### config.mk
export PLATFORM = sky130hd
export DESIGN_NAME = sevseg_scan_mux
export DESIGN_NICKNAME = d
export VERILOG_FILES = /design/src/rtl/sevseg_pkg.sv /design/src/rtl/sevseg_scan_mux_hex.sv /design/src/rtl/sevseg_scan_mux.sv
export SDC_FILE = /design/constraint.sdc
export NUM_CORES = 1
export LEC_CHECK = 0
export ABC_AREA = 1
export CAP_MARGIN = 40
export CORE_UTILIZATION = 58
export CTS_BUF_LIST = sky130_fd_sc_hd__clkbuf_8 sky130_fd_sc_hd__clkbuf_16
export DETAILED_ROUTE_END_ITERATION = 7
export PLACE_DENSITY = 0.85
export SYNTH_ARGS = -nofsm -noshare
export SYNTH_HDL_FRONTEND = slang
export SYNTH_HIERARCHICAL = 1
export SYNTH_SLANG_ARGS = --single-unit
### constraint.sdc
create_clock -name clk -period 6.15 [get_ports clk]
set_clock_uncertainty 0.05 [all_clocks]
set_input_delay 0.615 -clock clk [delete_from_list [all_inputs] [get_ports clk]]
set_output_delay 0.615 -clock clk [all_outputs]
set_load 0.02 [all_outputs]
### src/rtl/sevseg_pkg.sv
// Shared types, constants and helpers for the multiplexed seven-segment driver.
// Segment patterns are active-high {g,f,e,d,c,b,a}; pin polarity is applied at the outputs.
package sevseg_pkg;

  typedef enum logic {
    ST_BLANK = 1'b0,
    ST_ON    = 1'b1
  } scan_state_t;

  // Hex glyphs, index 15 (F) first down to index 0.
  localparam logic [15:0][6:0] SEG_TABLE = {
    7'h71, 7'h79, 7'h5E, 7'h39, 7'h7C, 7'h77, 7'h6F, 7'h7F,
    7'h07, 7'h7D, 7'h6D, 7'h66, 7'h4F, 7'h5B, 7'h06, 7'h3F
  };

  localparam logic [6:0] SEG_OFF = 7'h00;
  localparam logic [7:0] AN_OFF  = 8'h00;

  // XOR mask that turns active-high logic levels into pin levels.
  function automatic logic [7:0] pol_mask(input logic active_low);
    return active_low ? 8'hFF : 8'h00;
  endfunction

  function automatic int clog2(input int n);
    int r;
    r = 0;
    for (int i = 0; i < 31; i++) begin
      if ((32'sd1 <<< i) < n) r = i + 1;
    end
    return r;
  endfunction

endpackage

### src/rtl/sevseg_scan_mux_hex.sv
// Combinational hex nibble to active-high seven-segment pattern.
module hex_to_sevenseg
  import sevseg_pkg::*;
(
  input  logic [3:0] nibble,
  output logic [6:0] seg
);

  assign seg = SEG_TABLE[nibble];

endmodule

### src/rtl/sevseg_scan_mux.sv
// N-digit multiplexed seven-segment driver with blanking dead-time, PWM brightness,
// leading-zero suppression, per-digit mask and per-frame input snapshot.
module sevseg_scan_mux
  import sevseg_pkg::*;
#(
  parameter int NUM_DIGITS      = 4,
  parameter int TICKS_PER_DIGIT = 8192,
  parameter int BLANK_TICKS     = 64,
  parameter bit SEG_ACTIVE_LOW  = 1'b1,
  parameter bit AN_ACTIVE_LOW   = 1'b1,
  localparam int IDX_W = clog2(NUM_DIGITS)
) (
  input  logic                    clk,
  input  logic                    rst,
  input  logic                    en,
  input  logic [4*NUM_DIGITS-1:0] value,
  input  logic [NUM_DIGITS-1:0]   dp_in,
  input  logic [NUM_DIGITS-1:0]   digit_mask,
  input  logic                    lz_suppress,
  input  logic [3:0]              brightness,
  output logic [6:0]              seg,
  output logic                    dp,
  output logic [NUM_DIGITS-1:0]   an,
  output logic [IDX_W-1:0]        digit_idx,
  output logic                    frame_tick
);

  localparam int               CNT_W     = clog2(TICKS_PER_DIGIT);
  localparam logic [CNT_W-1:0] CNT_LAST  = CNT_W'(TICKS_PER_DIGIT - 1);
  localparam logic [CNT_W-1:0] BLANK_END = CNT_W'(BLANK_TICKS);
  localparam logic [IDX_W-1:0] IDX_LAST  = IDX_W'(NUM_DIGITS - 1);
  localparam logic [7:0]       SEG_POL   = pol_mask(SEG_ACTIVE_LOW);
  localparam logic [7:0]       AN_POL    = pol_mask(AN_ACTIVE_LOW);

  scan_state_t             state, state_next;
  logic [CNT_W-1:0]        cnt, cnt_next;
  logic [IDX_W-1:0]        idx, idx_next;
  logic                    wrap, wrap_next;
  logic                    en_prev;
  logic                    snap_load;
  logic [4*NUM_DIGITS-1:0] snap_value;
  logic [NUM_DIGITS-1:0]   snap_dp;
  logic [NUM_DIGITS-1:0]   snap_mask;
  logic                    snap_lz;
  logic [NUM_DIGITS-1:0]   suppress;
  logic                    lead_zero;
  logic [3:0]              nibble;
  logic [6:0]              seg_hex;
  logic                    pwm_on;
  logic [NUM_DIGITS-1:0]   an_next;
  logic [6:0]              seg_next;
  logic                    dp_next;

  always_ff @(posedge clk or posedge rst) begin
    if (rst) begin
      state   <= ST_BLANK;
      cnt     <= '0;
      idx     <= '0;
      wrap    <= 1'b0;
      en_prev <= 1'b0;
    end else begin
      state   <= state_next;
      cnt     <= cnt_next;
      idx     <= idx_next;
      wrap    <= wrap_next;
      en_prev <= en;
    end
  end

  always_comb begin
    cnt_next   = cnt;
    idx_next   = idx;
    state_next = state;
    wrap_next  = 1'b0;
    if (!en) begin
      cnt_next   = '0;
      idx_next   = '0;
      state_next = ST_BLANK;
    end else if (cnt == CNT_LAST) begin
      cnt_next   = '0;
      state_next = ST_BLANK;
      wrap_next  = (idx == IDX_LAST);
      idx_next   = wrap_next ? '0 : idx + IDX_W'(1);
    end else begin
      cnt_next = cnt + CNT_W'(1);
      case (state)
        ST_BLANK: state_next = (cnt_next >= BLANK_END) ? ST_ON : ST_BLANK;
        ST_ON:    state_next = ST_ON;
        default:  state_next = ST_BLANK;
      endcase
    end
  end

  // Display inputs are frozen for a whole frame so a frame never mixes two values.
  assign snap_load = en & (~en_prev | wrap_next);

  always_ff @(posedge clk or posedge rst) begin
    if (rst) begin
      snap_value <= '0;
      snap_dp    <= '0;
      snap_mask  <= '0;
      snap_lz    <= 1'b0;
    end else if (snap_load) begin
      snap_value <= value;
      snap_dp    <= dp_in;
      snap_mask  <= digit_mask;
      snap_lz    <= lz_suppress;
    end
  end

  always_comb begin
    lead_zero = 1'b1;
    suppress  = '0;
    for (int i = NUM_DIGITS - 1; i >= 0; i--) begin
      lead_zero   = lead_zero & (snap_value[4*i +: 4] == 4'h0);
      suppress[i] = snap_lz & lead_zero & (i > 0);
    end
  end

  assign nibble = snap_value[{idx, 2'b00} +: 4];
  assign pwm_on = (brightness == 4'hF) | (cnt[3:0] < brightness);

  hex_to_sevenseg u_hex (
    .nibble (nibble),
    .seg    (seg_hex)
  );

  always_comb begin
    an_next  = AN_OFF[NUM_DIGITS-1:0];
    seg_next = SEG_OFF;
    dp_next  = 1'b0;
    if (en && (state == ST_ON)) begin
      seg_next = seg_hex;
      dp_next  = snap_dp[idx] & ~suppress[idx];
      if (snap_mask[idx] && !suppress[idx] && pwm_on) begin
        an_next[idx] = 1'b1;
      end else begin
        an_next = AN_OFF[NUM_DIGITS-1:0];
      end
    end else begin
      seg_next = SEG_OFF;
    end
  end

  // Pin register: polarity is applied here so nothing combinational reaches the pins.
  always_ff @(posedge clk or posedge rst) begin
    if (rst) begin
      an         <= AN_POL[NUM_DIGITS-1:0];
      seg        <= SEG_POL[6:0];
      dp         <= SEG_POL[7];
      digit_idx  <= '0;
      frame_tick <= 1'b0;
    end else begin
      an         <= an_next ^ AN_POL[NUM_DIGITS-1:0];
      seg        <= seg_next ^ SEG_POL[6:0];
      dp         <= dp_next ^ SEG_POL[7];
      digit_idx  <= en ? idx : '0;
      frame_tick <= en & wrap;
    end
  end

endmodule

======== After elaboration in Yosys (flattened, before gate mapping) ========
Memory sizes are Yosys's and may differ from the RTL's.
Cells that the tools add are included.
storage, ports and cells
  bits in registers ....................... 58
  memory bits (read-only) ................. 112
  memories kept ........................... 1
  output and inout port bits .............. 15
memory list
  name              depth  width  read ports  clocked after Yosys merged registers in  wr ports  RTL line                  RTL
  (name not given)  16     7      1           0                                        0         sevseg_scan_mux_hex.sv:9  assign seg = SEG_TABLE[nibble];
cells by class
  $add $sub $neg .......................... 2
  bitwise gates (word level) .............. 16
  eq/ne operators ......................... 4
  order comparisons ....................... 5
  shifts and indexed selects .............. 1
  multiplexer cells ....................... 25
  reduce and logical (&&, ||, !) cells .... 8
operators with widths
  kind                                                                    count
  13-bit two-way mux                                                      2
  16-bit by 5-bit variable part select with 4-bit output                  1
  7-bit two-way mux                                                       2
  13-bit by 1-bit adder with 13-bit output, second input constant         1
  13-bit equality test, second input constant                             1
  13-bit by 7-bit >= comparator with 1-bit output, second input constant  1
  4-bit zero test                                                         3
  1-bit two-way mux                                                       10
  1-bit bitwise AND                                                       8
  2-bit two-way mux                                                       4
  4-bit two-way mux                                                       2
  7-bit NOT                                                               1
  1-bit binary-select mux with 2-bit select                               3
  4-bit by 5-bit < comparator with 1-bit output, second input constant    1
  4-bit equality test, second input constant                              1
  1-bit logical AND                                                       4
  4-bit < comparator                                                      1
  1-bit NOT                                                               4
  4-bit NOT                                                               1
  2-bit by 3-bit < comparator with 1-bit output, second input constant    1
  2-bit by 1-bit adder with 2-bit output, second input constant           1
  1-bit demux with 2-bit select                                           1
  2-bit equality test, second input constant                              1
  2-bit by 1-bit >= comparator with 1-bit output, second input constant   1
  4 further kinds                                                         5

======== Depth between registers and ports, before layout ========
Gate-level depths: netlist of the first run.
  word-level depth ........................ 12
  mapped depth ............................ 13

======== Modules after synthesis ========
Netlist of the first run, hierarchy kept.
by module, submodules not included
  module           area each (um^2)  instances  cells an instance
  sevseg_scan_mux  2,909.0           1          325
  hex_to_sevenseg  270.3             1          52

======== Worst setup path after synthesis of the first run ========
Ideal clock, no wire load.
  kind .................................... register -> register
  start point ............................. register idx[0]
  end point ............................... register seg[3]
  setup slack ............................. 4.086 ns
  setup time .............................. 0.083 ns
  clock period less this slack ............ 2.064 ns
  cell stages (with the launch flop) ...... 13
  required time ........................... 6.017 ns
  arrival time ............................ 1.930 ns
  path through ............................ dfrtp_1 inv_1 clkbuf_1 o21ai_0 a21oi_1 a21oi_1 inv_1 ha_1 nand2_1 o21ai_0 nand2_1 nand2_1 nand2_1
on the way
  cells in the longest elaborated chain, start to end .. 5
ends and longest elaborated chain
  item                                                    RTL line                  RTL
  start: declaration                                      sevseg_scan_mux.sv:37     logic [IDX_W-1:0] idx, idx_next;
  start signal: assignment                                sevseg_scan_mux.sv:64     idx <= idx_next;
  16-bit by 5-bit variable part select with 4-bit output  sevseg_scan_mux.sv:120    assign nibble = snap_value[{idx, 2'b00} +: 4];
  via nibble[1]                                           sevseg_scan_mux.sv:47     logic [3:0] nibble;
  memory 16 x 7 bit                                       n/a
  7-bit two-way mux (implied by the code)                 sevseg_scan_mux_hex.sv:9
  via seg_hex[3]                                          sevseg_scan_mux.sv:48     logic [6:0] seg_hex;
  7-bit two-way mux                                       sevseg_scan_mux.sv:132    if (en && (state == ST_ON)) begin
  7-bit NOT (no line)                                     n/a
  end signal: assignment                                  sevseg_scan_mux.sv:149    seg <= SEG_POL[6:0];
  end signal: assignment                                  sevseg_scan_mux.sv:155    seg <= seg_next ^ SEG_POL[6:0];
  end: declaration                                        sevseg_scan_mux.sv:21     output logic [6:0] seg,
The timed path passes the listed nets, and every way through them passes these cells. The select of a mux whose other input is x is not followed.
A chain may end at the register's enable or synchronous reset.

======== Worst setup path in the final report of the first run ========
Ends and elaborated chain as after synthesis.

==> impl_results.md, run 1 <==
- Run status: completed
- I/O pin count: 47
- Number of optimization iterations in the first detailed-route pass: 4
- Fin crit share: 0.440
- Num CTS Buffers: 9
- Crit path setup slack, layout: 3440 ps
- Number of vias per cell after detailed routing: 5.06
- Most common library cell in the layout ignoring fill and taps: sky130_fd_sc_hd__nand2_1
- CTS tree: built
- Dominant combinational cell family by area after synthesis: simple AND/OR/NAND/NOR gates
- Final TNS setup: 0 ps
- Total global routing track utilization: 0.247
- Final Slew Violations: 0
- Worst slack, placed: 3310 ps
- Most used cells in the layout excluding fill and tap cells: sky130_fd_sc_hd__nand2_1 (87), sky130_fd_sc_hd__inv_1 (66), sky130_fd_sc_hd__dfrtp_1 (46), sky130_fd_sc_hd__clkdlybuf4s50_1 (46), sky130_fd_sc_hd__nor2_1 (26)
- Relative contribution of combinational cells to total power: 0.158
- Reported leakage power: 1.83 nW
- Total die area: 5780 µm²
- Final hold violation count: 0
- Internal Pwr Total: 622 µW
- Critical path type: reg -> reg
- Storage element area: 1470 µm²
- First-pass GRT wire length: 11200 µm
- Final Net Count: 473
- Via count of the first global-routing pass: 2499
- Final critical path time including I/O delays and setup: 2710 ps
- Count of antenna-violating nets left after detailed routing: 0
- Compound-gate portion of the synthesized area: 0.135
- Insertion delay of the later-clocked pin in the worst-skew pair: 330 ps
- Post-CTS Setup Repair Bufs: 0
- Number of violations reported at the end of detailed-routing iteration 0: 180
- Area of the core: 5200 µm²
- Die height: 76.0 µm
- Inst Count DP: 485
- Fill count: 396
- Instance count of the mapped netlist: 377
- Initial core utilization: 0.611
- Final setup viols: 0
- Sw frac: 0.273
- Yosys cell types: 27
- Setup repair after global routing missed its margin: false
- Total via count in the routed design: 2534
- Number of antenna violations at the first check in global routing: 0
- DRC Markers: 0
- Layout overhead on the synthesized area: 20.2%
- Net Switching: 233 µW
- Max Root-Sink Buffers: 2
- Slew at the pin closest to its max-slew limit: 871 ps
- Layout cells sized above 1: 0.172
- Flops & latches, synth: 58
- Number of rows created at floorplan: 26
- Critical path arrival: 2910 ps
- Max FO, Critical Path: 17
- H-tree depth: 3
- Cell at the root of the clock tree: sky130_fd_sc_hd__clkbuf_8
- Count of warnings emitted by yosys: 6
- Setup crit end kind: register
- Peak clock frequency supported by timing: 369 MHz
- X dimension of the die: 76.0 µm
- Clock-pin slew on the worst setup and hold paths: 60 ps
- CTS Sinks: 58
- Parity-gate share of the synthesized area counting xor and xnor cells: 0.00551
- Simple-gate share of the synthesized area: 0.235
- Final non-filler cell total: 501
- Final Core Density: 0.734
- Fin area: 3820 µm²
- Avg WL per Cell: 13.0 µm
- Syn_nets: 424
- Antenna cells: 0
- Multi-input logic area: 1380 µm²
- Relative slew slack: 0.413
- Power Dens Cells: 224 nW/µm²
- Wire length reported by the detailed router: 6500 µm
- GRT Residual Overflow: 0
- CP required: 6350 ps
- Netlist area before placement: 3180 µm²
- Register area share after synthesis: 0.461
- Number of max-cap violations: 0
- Launching element type of the critical path: register
- Final hold slack: 377 ps
- Synthesized-area fraction occupied by adder cells: 0.0590
- DPL Wire Length: 4510 µm
- Maximum VDD drop: 0.162 mV
- Pin count of the biggest net entering global routing: 59
- Count of port buffers added during placement: 46
- Post-cts hold buffer count: 0
- Area after detailed placement: 3650 µm²
- Hold crit path type: reg -> reg
- Post-layout total power: 855 µW
- Avg Cell Area, Syn: 8.43 µm²
- Share of total power in sequential cells: 0.490
- Clock power frac: 0.353
- Mux contribution to synthesized area: 0
- Gates resized, CTS repair: 0
- Final GP Congestion: 0.815
-- registers in the layout (all words and copies together) (netlist names) --
signal,count
snap_value,16
cnt,13
snap_dp,4
snap_mask,4
dp,1
idx,2
en_prev,1
state,1
snap_lz,1
frame_tick,1
an,4
wrap,1
digit_idx,2
seg,7
-- power by group through the flow --
stage	clock (mW)	combinational (mW)	sequential (mW)
detailed placement	0	0.134	0.424
CTS	0.306	0.136	0.418
global route	0.324	0.154	0.420
finish	0.302	0.135	0.419
global placement	0	0.128	0.423
floorplan	0	0.0980	0.420
-- worst max-delay path, stage by stage (launching register included) --
cell	delay, ps
sky130_fd_sc_hd__dfrtp_1	640
sky130_fd_sc_hd__inv_1	350
sky130_fd_sc_hd__o21ai_0	280
sky130_fd_sc_hd__a21oi_1	60
sky130_fd_sc_hd__a21oi_1	350
sky130_fd_sc_hd__inv_1	180
sky130_fd_sc_hd__ha_1	320
sky130_fd_sc_hd__nand2_1	60
sky130_fd_sc_hd__o21ai_0	140
sky130_fd_sc_hd__nand2_1	80
sky130_fd_sc_hd__nand2_1	70
sky130_fd_sc_hd__nand2_1	50
-- synthesized netlist by cell type (all sizes together) --
library cell | n | share of area
ha | 15 | 0.059
nand2 | 104 | 0.14
nor2 | 29 | 0.040
clkbuf | 3 | 0.0035
buf | 7 | 0.025
dfstp | 12 | 0.099
nor3b | 1 | 0.0024
nand4 | 10 | 0.024
nor4 | 1 | 0.0020
xnor2 | 1 | 0.0028
nand3 | 18 | 0.028
xor2 | 1 | 0.0028
a21oi | 18 | 0.028
clkinv | 1 | 0.0012
dfrtp | 46 | 0.36
o21ai | 45 | 0.10
nand3b | 1 | 0.0024
inv | 63 | 0.074
o22ai | 1 | 0.0063
-- cell families after synthesis --
kind of cell | Yosys count
AND/OR/NAND/NOR | 164
buffers and inverters | 74
AO/OA/AOI/OAI | 64
flip-flops | 58
adder cells (fa/ha/maj) | 15
XOR/XNOR | 2
-- routing by layer --
layer / vias up / track usage / wire, µm
met5: - / 0 / 0
met2: 86 / 0.394 / 3180
met3: 14 / 0.0455 / 362
met1: 1155 / 0.326 / 2860
met4: 0 / 0.119 / 97
li1: 1279 / - / -
-- worst paths after layout --
check	startpoint	end	slack [ps]	depth (start not counted)
hold / removal	wrap	frame_tick	380	2
max in group asynchronous	rst	snap_value[1]	4810	3
hold reg to reg	wrap	frame_tick	380	2
setup / recovery	idx[0]	seg[3]	3440	11
min in group asynchronous	rst	cnt[7]	760	3
setup reg to reg	idx[0]	seg[3]	3440	11
-- final cells by class --
| cell class | count | share of cell area |
|---|---|---|
| repair buffers | 48 | 0.124 |
| inverters | 64 | 0.0628 |
| well taps | 70 | 0.0229 |
| clock inverters | 5 | 0.00491 |
| flip-flops and latches | 58 | 0.384 |
| clock buffers | 11 | 0.0396 |
| multi-input cells | 245 | 0.362 |
Power figures use the tool's default switching activity.
==> run 2: changes to the inputs <==
--- a/config.mk
+++ b/config.mk
@@ -7,10 +7,10 @@
 export LEC_CHECK = 0
 export ABC_AREA = 1
 export CAP_MARGIN = 40
-export CORE_UTILIZATION = 58
+export CORE_UTILIZATION = 54
 export CTS_BUF_LIST = sky130_fd_sc_hd__clkbuf_8 sky130_fd_sc_hd__clkbuf_16
 export DETAILED_ROUTE_END_ITERATION = 7
-export PLACE_DENSITY = 0.85
+export PLACE_DENSITY = 0.8
 export SYNTH_ARGS = -nofsm -noshare
 export SYNTH_HDL_FRONTEND = slang
 export SYNTH_HIERARCHICAL = 1
==> constraint.sdc (replaced) <==
create_clock -name clk -period 2.8 [get_ports clk]
set_clock_uncertainty 0.05 [all_clocks]
set_input_delay 0.28 -clock clk [delete_from_list [all_inputs] [get_ports clk]]
set_output_delay 0.28 -clock clk [all_outputs]
set_load 0.02 [all_outputs]
==> run 2 against run 1 <==
Net effect:
- global-route usage shrank 2.0 points
- hold slack worse by 100 ps
- non-clock buffer count increased by 4
- cell count up 1.2%
- highest routed layer unchanged
- combinational power up 120%
- total power grew 120%
- sequential power increased by 120%
- critical endpoint unchanged
- critical path type unchanged
==> impl_results.md, run 2 (same netlist as run 1, synthesis figures left out) <==
- Run status: completed
- Clock power frac: 0.362
- Final Net Count: 477
- Most common library cell in the layout ignoring fill and taps: sky130_fd_sc_hd__nand2_1
- Setup crit end kind: register
- Reported leakage power: 1.85 nW
- Peak clock frequency supported by timing: 456 MHz
- Antenna cells: 0
- Num CTS Buffers: 9
- X dimension of the die: 78.7 µm
- I/O pin count: 47
- Number of optimization iterations in the first detailed-route pass: 4
- Share of total power in sequential cells: 0.482
- CTS Sinks: 58
- Top reg by flops: snap_value
- Internal Pwr Total: 1.40 mW
- Post-cts hold buffer count: 0
- Hold crit path type: in -> async
- Power Dens Cells: 490 nW/µm²
- Count of port buffers added during placement: 46
- Gates resized, CTS repair: 0
- Final Slew Violations: 0
- Count of antenna-violating nets left after detailed routing: 0
- CP required: 3000 ps
- Critical Path Slowest Stage Cell: sky130_fd_sc_hd__a21oi_1
- Relative slew slack: 0.637
- Number of vias per cell after detailed routing: 5.00
- Number of max-cap violations: 0
- DRC Markers: 0
- Cells along the critical path: inv_1 -> o21ai_0 -> a21oi_1 -> a21oi_1 -> inv_1 -> ha_1 -> nand2_1 -> o21ai_0 -> nand2_1 -> nand2_1 -> nand2_1
- Startpoint of the worst-slack reg-to-reg timing path: idx[0]
- Crit path top cell by count: sky130_fd_sc_hd__nand2_1
- Fin crit share: 0.783
- Relative contribution of combinational cells to total power: 0.156
- Flip-flop count of the largest register, all copies and words added: 16
- Maximum VDD drop: 0.332 mV
- Insertion delay of the later-clocked pin in the worst-skew pair: 330 ps
- Total global routing track utilization: 0.227
- Sw frac: 0.264
- Number of violations reported at the end of detailed-routing iteration 0: 103
- Final setup viols: 0
- Clock-pin slew on the worst setup and hold paths: 60 ps
- Critical path launch point: idx[0]
- Cell at the root of the clock tree: sky130_fd_sc_hd__clkbuf_8
- Via count of the first global-routing pass: 2440
- Final GP Congestion: 0.818
- First-pass GRT wire length: 10700 µm
- Crit path setup slack, layout: 606 ps
- Layout overhead on the synthesized area: 22.0%
- Die height: 78.7 µm
- Final non-filler cell total: 507
- Pin count of the biggest net entering global routing: 51
- DPL Wire Length: 4550 µm
- Launching element type of the critical path: register
- Total die area: 6200 µm²
- Total via count in the routed design: 2534
- GRT Residual Overflow: 0
- Number of rows created at floorplan: 27
- Inst Count DP: 491
- Setup repair after global routing missed its margin: false
- Worst slack, placed: 609 ps
- Post-CTS Setup Repair Bufs: 0
- Wire length reported by the detailed router: 6150 µm
- Number of antenna violations at the first check in global routing: 0
- Final hold slack: 274 ps
- Final critical path time including I/O delays and setup: 2190 ps
- Slew at the pin closest to its max-slew limit: 544 ps
- Max Root-Sink Buffers: 2
- CTS tree: built
- Avg WL per Cell: 12.1 µm
- Max FO, Critical Path: 15
- H-tree depth: 3
- Largest registers in the final layout: snap_value (16), cnt (13), seg (7)
- Final hold violation count: 0
- Area of the core: 5570 µm²
- Most used cells in the layout excluding fill and tap cells: sky130_fd_sc_hd__nand2_1 (87), sky130_fd_sc_hd__inv_1 (63), sky130_fd_sc_hd__dfrtp_1 (46), sky130_fd_sc_hd__clkdlybuf4s50_1 (46), sky130_fd_sc_hd__nor2_1 (26)
- Initial core utilization: 0.570
- Final Core Density: 0.696
- Layout cells sized above 1: 0.186
- Critical path arrival: 2400 ps
- Final TNS setup: 0 ps
- Largest stage delay on the critical path: 370 ps
- Critical path type: reg -> reg
- Net Switching: 502 µW
run 2: worst paths after layout:
kind,slack (ps),end,cells after the start
max in group asynchronous,1740,seg[4],3
min reg2reg,380,frame_tick,2
max,610,seg[3],11
min in group clk,380,frame_tick,2
max reg2reg,610,seg[3],11
min,270,cnt[9],2
run 2: worst max-delay path, delay by kind of cell (launching register included):
family | cells | cell delay [ps]
simple gates | 4 | 270
buf+inv | 2 | 390
fa+ha+maj | 1 | 320
flops | 1 | 340
compound gates | 4 | 750
run 2: metrics by stage:
| stage | instance area, µm² | power (mW) |
|---|---|---|
| 2_1_floorplan | 3180 | 1.14 |
| 3_3_place_gp | 3700 | 1.22 |
| 3_5_place_dp | 3700 | 1.23 |
| 4_1_cts | 3880 | 1.92 |
| 5_1_grt | 3880 | 2.01 |
| 6_report | 3880 | 1.90 |
run 2: power groups by stage:
stage / sequential (mW) / combinational, mW / clock [mW]
final: 0.917 / 0.297 / 0.688
after global routing: 0.923 / 0.339 / 0.745
after CTS: 0.916 / 0.301 / 0.706
after detailed placement: 0.930 / 0.300 / 0
after global placement: 0.929 / 0.288 / 0
after floorplan: 0.923 / 0.215 / 0
run 2: layout make-up:
class	instances	area [µm²]
fillers	455	1690
flip-flops and latches	58	1470
multi-input cells	245	1380
repair buffers	52	518
inverters	64	240
clock buffers	12	165
well taps	72	90.1
clock inverters	4	17.5
run 2: routing by layer:
layer | global-route usage | wire, µm | vias up
li1 | - | - | 1286
met1 | 0.298 | 2930 | 1161
met2 | 0.355 | 2830 | 69
met3 | 0.0425 | 240 | 18
met4 | 0.122 | 148 | 0
met5 | 0 | 0 | -
